**src/rtl/mc_pkg.sv**
```systemverilog
// mc_pkg: shared encodings for the multicycle control unit and its ALU decoder
package mc_pkg;

    typedef enum logic [3:0] {
        S_FETCH    = 4'd0,
        S_DECODE   = 4'd1,
        S_MEMADDR  = 4'd2,
        S_MEMREAD  = 4'd3,
        S_MEMWB    = 4'd4,
        S_MEMWRITE = 4'd5,
        S_EXECUTE  = 4'd6,
        S_RWB      = 4'd7,
        S_BRANCH   = 4'd8,
        S_JUMP     = 4'd9,
        S_ADDIEX   = 4'd10,
        S_ADDIWB   = 4'd11
    } state_t;

    localparam logic [5:0] OP_RTYPE = 6'b000000;
    localparam logic [5:0] OP_LW    = 6'b100011;
    localparam logic [5:0] OP_SW    = 6'b101011;
    localparam logic [5:0] OP_BEQ   = 6'b000100;
    localparam logic [5:0] OP_J     = 6'b000010;
    localparam logic [5:0] OP_ADDI  = 6'b001000;

    localparam logic [5:0] FN_ADD = 6'b100000;
    localparam logic [5:0] FN_SUB = 6'b100010;
    localparam logic [5:0] FN_AND = 6'b100100;
    localparam logic [5:0] FN_OR  = 6'b100101;
    localparam logic [5:0] FN_SLT = 6'b101010;

    localparam logic [2:0] ALU_AND = 3'b000;
    localparam logic [2:0] ALU_OR  = 3'b001;
    localparam logic [2:0] ALU_ADD = 3'b010;
    localparam logic [2:0] ALU_SUB = 3'b110;
    localparam logic [2:0] ALU_SLT = 3'b111;

    localparam logic [1:0] ALUOP_ADD   = 2'b00;
    localparam logic [1:0] ALUOP_SUB   = 2'b01;
    localparam logic [1:0] ALUOP_FUNCT = 2'b10;

    localparam logic [1:0] SRCB_B     = 2'b00;
    localparam logic [1:0] SRCB_ONE   = 2'b01;
    localparam logic [1:0] SRCB_IMM   = 2'b10;
    localparam logic [1:0] SRCB_IMMSH = 2'b11;

    localparam logic [1:0] PCSRC_ALU    = 2'b00;
    localparam logic [1:0] PCSRC_ALUOUT = 2'b01;
    localparam logic [1:0] PCSRC_JUMP   = 2'b10;

endpackage

```
**src/rtl/mc_control_alu_decoder.sv**
```systemverilog
// alu_decoder: maps the control unit's aluop and the funct field to an ALU operation
module alu_decoder
    import mc_pkg::*;
(
    input  logic [1:0] aluop,
    input  logic [5:0] funct,
    output logic [2:0] controlline
);

    // Unknown funct codes and the unused aluop 11 fall back to add
    always_comb begin
        controlline = ALU_ADD;
        if (aluop == ALUOP_SUB)
            controlline = ALU_SUB;
        else if (aluop == ALUOP_FUNCT)
            case (funct)
                FN_SUB:  controlline = ALU_SUB;
                FN_AND:  controlline = ALU_AND;
                FN_OR:   controlline = ALU_OR;
                FN_SLT:  controlline = ALU_SLT;
                default: controlline = ALU_ADD;
            endcase
    end

endmodule

```
**src/rtl/mc_control.sv**
```systemverilog
// mc_control: Moore FSM sequencing fetch/decode/execute/memory/write-back for the multicycle datapath
module mc_control
    import mc_pkg::*;
(
    input  logic       clk,
    input  logic       reset,
    input  logic [5:0] opcode,
    input  logic [5:0] funct,
    input  logic       zero,
    output logic       PCWrite,
    output logic       PCWriteCond,
    output logic       IorD,
    output logic       MemRead,
    output logic       MemWrite,
    output logic       IRWrite,
    output logic       MemtoReg,
    output logic       RegDst,
    output logic       RegWrite,
    output logic [1:0] PCSource,
    output logic       AluSrcA,
    output logic [1:0] AluSrcB,
    output logic [2:0] controlline,
    output logic [3:0] state
);

    logic [3:0] state_q, state_d;
    logic       pc_write, pc_write_cond, mem_read, mem_write, ir_write, reg_write;
    logic       alu_en;
    logic [1:0] aluop;
    logic [2:0] dec_ctl;
    logic       unused_zero;

    assign unused_zero = zero;
    assign state       = state_q;

    alu_decoder u_dec (
        .aluop       (aluop),
        .funct       (funct),
        .controlline (dec_ctl)
    );

    // State register; reset always returns to FETCH, abandoning any partial instruction
    always_ff @(posedge clk) begin
        if (reset)
            state_q <= S_FETCH;
        else
            state_q <= state_d;
    end

    // Next-state sequencing; illegal encodings 12-15 fall through to FETCH
    always_comb begin
        state_d = S_FETCH;
        case (state_q)
            S_FETCH:   state_d = S_DECODE;
            S_DECODE:
                case (opcode)
                    OP_LW, OP_SW: state_d = S_MEMADDR;
                    OP_RTYPE:     state_d = S_EXECUTE;
                    OP_BEQ:       state_d = S_BRANCH;
                    OP_J:         state_d = S_JUMP;
                    OP_ADDI:      state_d = S_ADDIEX;
                    default:      state_d = S_FETCH;
                endcase
            S_MEMADDR: state_d = (opcode == OP_LW) ? S_MEMREAD : S_MEMWRITE;
            S_MEMREAD: state_d = S_MEMWB;
            S_EXECUTE: state_d = S_RWB;
            S_ADDIEX:  state_d = S_ADDIWB;
            default:   state_d = S_FETCH;
        endcase
    end

    // Per-state output decode; everything not named for a state stays 0
    always_comb begin
        pc_write      = 1'b0;
        pc_write_cond = 1'b0;
        mem_read      = 1'b0;
        mem_write     = 1'b0;
        ir_write      = 1'b0;
        reg_write     = 1'b0;
        IorD          = 1'b0;
        MemtoReg      = 1'b0;
        RegDst        = 1'b0;
        PCSource      = PCSRC_ALU;
        AluSrcA       = 1'b0;
        AluSrcB       = SRCB_B;
        alu_en        = 1'b0;
        aluop         = ALUOP_ADD;
        case (state_q)
            S_FETCH: begin
                mem_read = 1'b1;
                ir_write = 1'b1;
                pc_write = 1'b1;
                AluSrcB  = SRCB_ONE;
                alu_en   = 1'b1;
            end
            S_DECODE: begin
                AluSrcB = SRCB_IMMSH;
                alu_en  = 1'b1;
            end
            S_MEMADDR, S_ADDIEX: begin
                AluSrcA = 1'b1;
                AluSrcB = SRCB_IMM;
                alu_en  = 1'b1;
            end
            S_MEMREAD: begin
                mem_read = 1'b1;
                IorD     = 1'b1;
            end
            S_MEMWB: begin
                reg_write = 1'b1;
                MemtoReg  = 1'b1;
            end
            S_MEMWRITE: begin
                mem_write = 1'b1;
                IorD      = 1'b1;
            end
            S_EXECUTE: begin
                AluSrcA = 1'b1;
                alu_en  = 1'b1;
                aluop   = ALUOP_FUNCT;
            end
            S_RWB: begin
                reg_write = 1'b1;
                RegDst    = 1'b1;
            end
            S_BRANCH: begin
                AluSrcA       = 1'b1;
                alu_en        = 1'b1;
                aluop         = ALUOP_SUB;
                pc_write_cond = 1'b1;
                PCSource      = PCSRC_ALUOUT;
            end
            S_JUMP: begin
                pc_write = 1'b1;
                PCSource = PCSRC_JUMP;
            end
            S_ADDIWB: reg_write = 1'b1;
            default: ;
        endcase
    end

    // ALU op is only driven in states that use the ALU; elsewhere it reads as 000
    assign controlline = alu_en ? dec_ctl : 3'b000;

    // Reset masks every read/write enable so no side effect happens in a reset cycle
    assign PCWrite     = pc_write & ~reset;
    assign PCWriteCond = pc_write_cond & ~reset;
    assign MemRead     = mem_read & ~reset;
    assign MemWrite    = mem_write & ~reset;
    assign IRWrite     = ir_write & ~reset;
    assign RegWrite    = reg_write & ~reset;

endmodule

```
**config.mk**
```make
export PLATFORM = sky130hd
export DESIGN_NAME = mc_control
export DESIGN_NICKNAME = d
export VERILOG_FILES = /design/src/rtl/mc_pkg.sv /design/src/rtl/mc_control_alu_decoder.sv /design/src/rtl/mc_control.sv
export SDC_FILE = /design/constraint.sdc
export NUM_CORES = 1
export LEC_CHECK = 0
export BUFFER_PORTS_ARGS = -buffer_cell sky130_fd_sc_hd__buf_2
export CORE_ASPECT_RATIO = 1.2
export CORE_MARGIN = 5
export CORE_UTILIZATION = 35
export DETAILED_ROUTE_END_ITERATION = 12
export PLACE_DENSITY = 0.72
export SLEW_MARGIN = 15
export SYNTH_ARGS = -nofsm -noshare
export SYNTH_HDL_FRONTEND = slang
export SYNTH_HIERARCHICAL = 1
export SYNTH_SLANG_ARGS = --single-unit
export TNS_END_PERCENT = 5
```
**constraint.sdc**
```tcl
create_clock -name clk -period 2.3 [get_ports clk]
set_input_delay 0.345 -clock clk [delete_from_list [all_inputs] [get_ports clk]]
set_output_delay 0.345 -clock clk [all_outputs]
set_load 0.02 [all_outputs]
```
==> impl_metrics.prom <==
# TYPE chip_impl_metric gauge
chip_impl_info{name="run_status",value="completed"} 1
chip_impl_info{name="critical_path.startpoint_type",value="flip-flop"} 1
chip_impl_info{name="synth_top_area_cell",value="sky130_fd_sc_hd__dfxtp_1"} 1
chip_impl_metric{name="fillCellCount",unit=""} 161
chip_impl_metric{name="r2r_cells",unit=""} 5
chip_impl_metric{name="postSynthAreaPerCell",unit="µm²"} 6.633
chip_impl_info{name="worst_hold_startpoint",value="reset"} 1
chip_impl_metric{name="gr-usage-all-layers",unit="%"} 14.34
chip_impl_metric{name="initial_core_utilization",unit="%"} 37.61
chip_impl_metric{name="fin_hold_ws",unit="ns"} 0.4073
chip_impl_metric{name="drt-pass1-iter-count",unit=""} 4
chip_impl_metric{name="htree_num_levels",unit=""} 1
chip_impl_metric{name="timing.critical_path.fanout_max",unit=""} 8
chip_impl_metric{name="detailed_route_via_count",unit=""} 713
chip_impl_metric{name="final_layout_size_suffix_gt1_share",unit="%"} 38.98
chip_impl_metric{name="input_output_buffers",unit=""} 34
chip_impl_metric{name="power.ir.vdd_worst",unit="mV"} 0.2904
chip_impl_metric{name="die_width",unit="µm"} 46.21
chip_impl_metric{name="timing.final.crit_share",unit="%"} 94.39
chip_impl_metric{name="die_area",unit="µm²"} 2469
chip_impl_metric{name="route.detailed.drc",unit=""} 0
chip_impl_info{name="critical-path-slowest-cell",value="sky130_fd_sc_hd__dfxtp_1"} 1
chip_impl_metric{name="largest_net_degree_at_the_start_of_global_routing",unit=""} 16
chip_impl_metric{name="synth_area",unit="µm²"} 550.5
chip_impl_metric{name="finalClockSkew",unit="ns"} 0.008902
chip_impl_metric{name="detail-route-antenna-nets",unit=""} 0
chip_impl_metric{name="globalRouteMet3Util",unit="%"} 3.741
chip_impl_metric{name="cts_hold_buffers",unit=""} 0
chip_impl_info{name="path_class",value="reg -> out"} 1
chip_impl_info{name="top_usage_layer",value="met2"} 1
chip_impl_metric{name="reg2reg_slack",unit="ns"} 0.60
chip_impl_metric{name="flow.area_growth_from_synthesis",unit="%"} 38.86
chip_impl_metric{name="grt_antenna_before_repair",unit=""} 0
chip_impl_metric{name="hold_viol",unit=""} 0
chip_impl_metric{name="yosysTopAreaCellShare",unit="%"} 14.55
chip_impl_metric{name="wl_per_cell",unit="µm"} 12.43
chip_impl_metric{name="synth.distinct_cells",unit=""} 31
chip_impl_metric{name="hold_depth",unit=""} 2
chip_impl_metric{name="clock_latency_on_the_worst_skew_pair",unit="ns"} 0.24
chip_impl_metric{name="setup_total_negative_slack",unit="ns"} 0
chip_impl_metric{name="fp.dieH",unit="µm"} 53.45
chip_impl_info{name="min-delay-path-class",value="in -> reg"} 1
chip_impl_metric{name="globalplace.congestion",unit=""} 0.7602
chip_impl_metric{name="synth-warning-count",unit=""} 6
chip_impl_metric{name="detail_route.iter0.violations",unit=""} 10
chip_impl_metric{name="top_level_ports",unit=""} 36
chip_impl_info{name="path_cells",value="inv_1 -> nand2_1 -> nor2_1 -> and4bb_2 -> a22o_1 -> and2_1 -> buf_2"} 1
chip_impl_metric{name="worst-endpoint-arrival",unit="ns"} 1.83
chip_impl_metric{name="worstMarginPinSlew",unit="ns"} 0.3837
chip_impl_metric{name="cts_num_sinks",unit=""} 4
chip_impl_info{name="r2r_end",value="state[3]$_SDFF_PP0_"} 1
chip_impl_metric{name="worst_ep_required_time",unit="ns"} 1.96
chip_impl_metric{name="clk_pin_slew_worst_paths",unit="ns"} 0.03
chip_impl_info{name="synth_top_cells_by_area",value="sky130_fd_sc_hd__dfxtp_1, sky130_fd_sc_hd__nor3_1, sky130_fd_sc_hd__nor2_1"} 1
chip_impl_metric{name="num_rows",unit=""} 15
chip_impl_metric{name="finalWorstPathRequiredPeriod",unit="ns"} 2.171
chip_impl_metric{name="coreArea",unit="µm²"} 1464
chip_impl_metric{name="max_cap_viol_count",unit=""} 0
chip_impl_metric{name="cts_inserted_buffers",unit=""} 3
chip_impl_metric{name="dp.final_hpwl",unit="µm"} 1338
chip_impl_metric{name="worst_slew_margin_rel",unit="%"} 74.39
chip_impl_metric{name="fin_total_pwr",unit="mW"} 0.2346
chip_impl_info{name="rsz0062_at_grt",value="no"} 1
chip_impl_metric{name="largest_reg_flops",unit=""} 4
chip_impl_metric{name="achievable-frequency",unit="MHz"} 460.6
chip_impl_info{name="clock_tree_from_tritoncts",value="built"} 1
chip_impl_info{name="clk_root_buffer_cell",value="sky130_fd_sc_hd__clkbuf_4"} 1
chip_impl_metric{name="power_per_cell_area",unit="nW/µm²"} 306.9
chip_impl_metric{name="total_leakage_power",unit="nW"} 0.3470
chip_impl_metric{name="globalRoute.totalOverflow",unit=""} 0
chip_impl_metric{name="num-nets-final",unit=""} 135
chip_impl_metric{name="timing_max_transition_violations_final",unit=""} 0
chip_impl_info{name="critPathCaptureType",value="output pin"} 1
chip_impl_metric{name="post_synth_inst_count",unit=""} 83
chip_impl_metric{name="num_antenna_cells",unit=""} 0
chip_impl_metric{name="detail_route.wirelength",unit="µm"} 1678
chip_impl_metric{name="post-route-util",unit="%"} 52.22
chip_impl_metric{name="post_drt_via_cell_ratio",unit=""} 5.281
chip_impl_metric{name="groute.layer.met1.usage",unit="%"} 18.13
chip_impl_metric{name="synth.yosys.seq_area_share",unit="%"} 14.55
chip_impl_metric{name="synth-seq-cells",unit=""} 4
chip_impl_info{name="holdPathEnd",value="state[3]$_SDFF_PP0_"} 1
chip_impl_metric{name="clk_path_buf_depth",unit=""} 2
chip_impl_metric{name="synthesis.nets",unit=""} 98
chip_impl_info{name="regToRegStartpoint",value="state[0]$_SDFF_PP0_"} 1
chip_impl_metric{name="grt_pass1_vias",unit=""} 623
chip_impl_metric{name="critical_path.max_stage_delay",unit="ns"} 0.49
chip_impl_metric{name="setup_viol",unit=""} 0
chip_impl_metric{name="grt.met2_usage",unit="%"} 22.48
chip_impl_metric{name="global_route_wire_length_before_repair",unit="µm"} 2615
chip_impl_metric{name="post-cts-setup-buffer-count",unit=""} 0
chip_impl_metric{name="post_cts_resized",unit=""} 0
metrics by stage:
| stage | std cells | cell area, µm² | setup slack (ns) |
|---|---|---|---|
| finish | 135 | 764.5 | 0.1291 |
| global route | 135 | 764.5 | 0.0004929 |
| CTS | 135 | 764.5 | 0.1455 |
| detailed placement | 132 | 742.0 | 0.4065 |
| global placement | 132 | 742.0 | 0.4229 |
| floorplan | 83 | 550.5 | 0.4148 |
logic make-up after synthesis:
logic type | synth area share (%)
AO/OA/AOI/OAI | 23.86
flip-flops | 14.55
buffers and inverters | 7.500
AND/OR/NAND/NOR | 49.32
XOR/XNOR | 4.774
Yosys cell counts:
cell type	instances
sky130_fd_sc_hd__nand3_1	2
sky130_fd_sc_hd__o32a_1	1
sky130_fd_sc_hd__dfxtp_1	4
sky130_fd_sc_hd__nand2_1	4
sky130_fd_sc_hd__nor2b_1	1
sky130_fd_sc_hd__nor3_1	9
sky130_fd_sc_hd__a21oi_1	5
sky130_fd_sc_hd__o31ai_1	1
sky130_fd_sc_hd__or3_4	1
sky130_fd_sc_hd__a211oi_2	1
sky130_fd_sc_hd__xnor2_1	1
sky130_fd_sc_hd__nor4_1	4
sky130_fd_sc_hd__and3_2	1
sky130_fd_sc_hd__nand2b_1	5
sky130_fd_sc_hd__nor3b_1	1
sky130_fd_sc_hd__o21a_1	2
sky130_fd_sc_hd__clkbuf_1	2
sky130_fd_sc_hd__xor2_1	2
sky130_fd_sc_hd__and4bb_2	2
sky130_fd_sc_hd__buf_4	1
sky130_fd_sc_hd__and2_1	3
sky130_fd_sc_hd__buf_2	3
sky130_fd_sc_hd__o22ai_1	1
sky130_fd_sc_hd__inv_1	3
sky130_fd_sc_hd__nor2_1	10
sky130_fd_sc_hd__or3_1	3
sky130_fd_sc_hd__and4bb_1	1
sky130_fd_sc_hd__a211oi_1	1
sky130_fd_sc_hd__a22o_1	1
sky130_fd_sc_hd__o21ai_0	6
sky130_fd_sc_hd__a311oi_1	1
area by class of cell:
cell class | instances | area (µm²) | share of cell area (%)
Multi-Input combinational cell | 70 | 429.2 | 56.14
Timing Repair Buffer | 38 | 200.2 | 26.19
Sequential cell | 4 | 80.08 | 10.47
Clock buffer | 3 | 22.52 | 2.946
Tap cell | 17 | 21.27 | 2.782
Inverter | 3 | 11.26 | 1.473
worst max-delay path: cells and delay by family (launching register included):
family / cells / cell delay, ns
buffers and inverters: 2 / 0.32
DFF: 1 / 0.49
AOI/OAI and AO/OA: 1 / 0.17
and+or+nand+nor: 4 / 0.61
cell usage in the layout, fill, tap and decap left out:
master	count
sky130_fd_sc_hd__and4bb_2	2
sky130_fd_sc_hd__dfxtp_1	4
sky130_fd_sc_hd__inv_1	3
sky130_fd_sc_hd__buf_2	34
sky130_fd_sc_hd__a311oi_1	1
sky130_fd_sc_hd__a21oi_1	5
sky130_fd_sc_hd__buf_4	4
sky130_fd_sc_hd__and3_2	1
sky130_fd_sc_hd__a211oi_1	1
sky130_fd_sc_hd__o22ai_1	1
sky130_fd_sc_hd__nor4_1	4
sky130_fd_sc_hd__nand3_1	2
sky130_fd_sc_hd__xnor2_1	1
sky130_fd_sc_hd__nor3b_1	1
sky130_fd_sc_hd__or3_4	1
sky130_fd_sc_hd__o32a_1	1
sky130_fd_sc_hd__o31ai_1	1
sky130_fd_sc_hd__nand2b_1	5
sky130_fd_sc_hd__xor2_1	2
sky130_fd_sc_hd__nand2_1	4
sky130_fd_sc_hd__nor2_1	10
sky130_fd_sc_hd__and4bb_1	1
sky130_fd_sc_hd__o21a_1	2
sky130_fd_sc_hd__and2_1	3
sky130_fd_sc_hd__a22o_1	1
sky130_fd_sc_hd__o21ai_0	6
sky130_fd_sc_hd__nor2b_1	1
sky130_fd_sc_hd__or3_1	3
sky130_fd_sc_hd__clkbuf_4	3
sky130_fd_sc_hd__a211oi_2	1
sky130_fd_sc_hd__nor3_1	9
how the worst max path moves through the flow:
stage | from | to
2_1_floorplan | state[3]$_SDFF_PP0_ | PCWrite
3_3_place_gp | state[3]$_SDFF_PP0_ | controlline[2]
3_5_place_dp | state[0]$_SDFF_PP0_ | controlline[2]
4_1_cts | state[0]$_SDFF_PP0_ | controlline[2]
5_1_grt | state[0]$_SDFF_PP0_ | controlline[2]
6_report | state[0]$_SDFF_PP0_ | controlline[2]
power by group:
part / total (mW) / switching, mW / leakage, nW / internal, mW
Clock: 0.0867 / 0.0284 / 0.0138 / 0.0583
Sequential: 0.0758 / 0.00422 / 0.0326 / 0.0716
Combinational: 0.0721 / 0.0428 / 0.301 / 0.0293
per-layer routing:
metal / vias up / share of wire (%)
met5: - / 0
met4: 0 / 0
met3: 0 / 7.1
met2: 26 / 50
met1: 315 / 42
li1: 372 / -
Note: power is estimated with default switching activity, not from simulation.
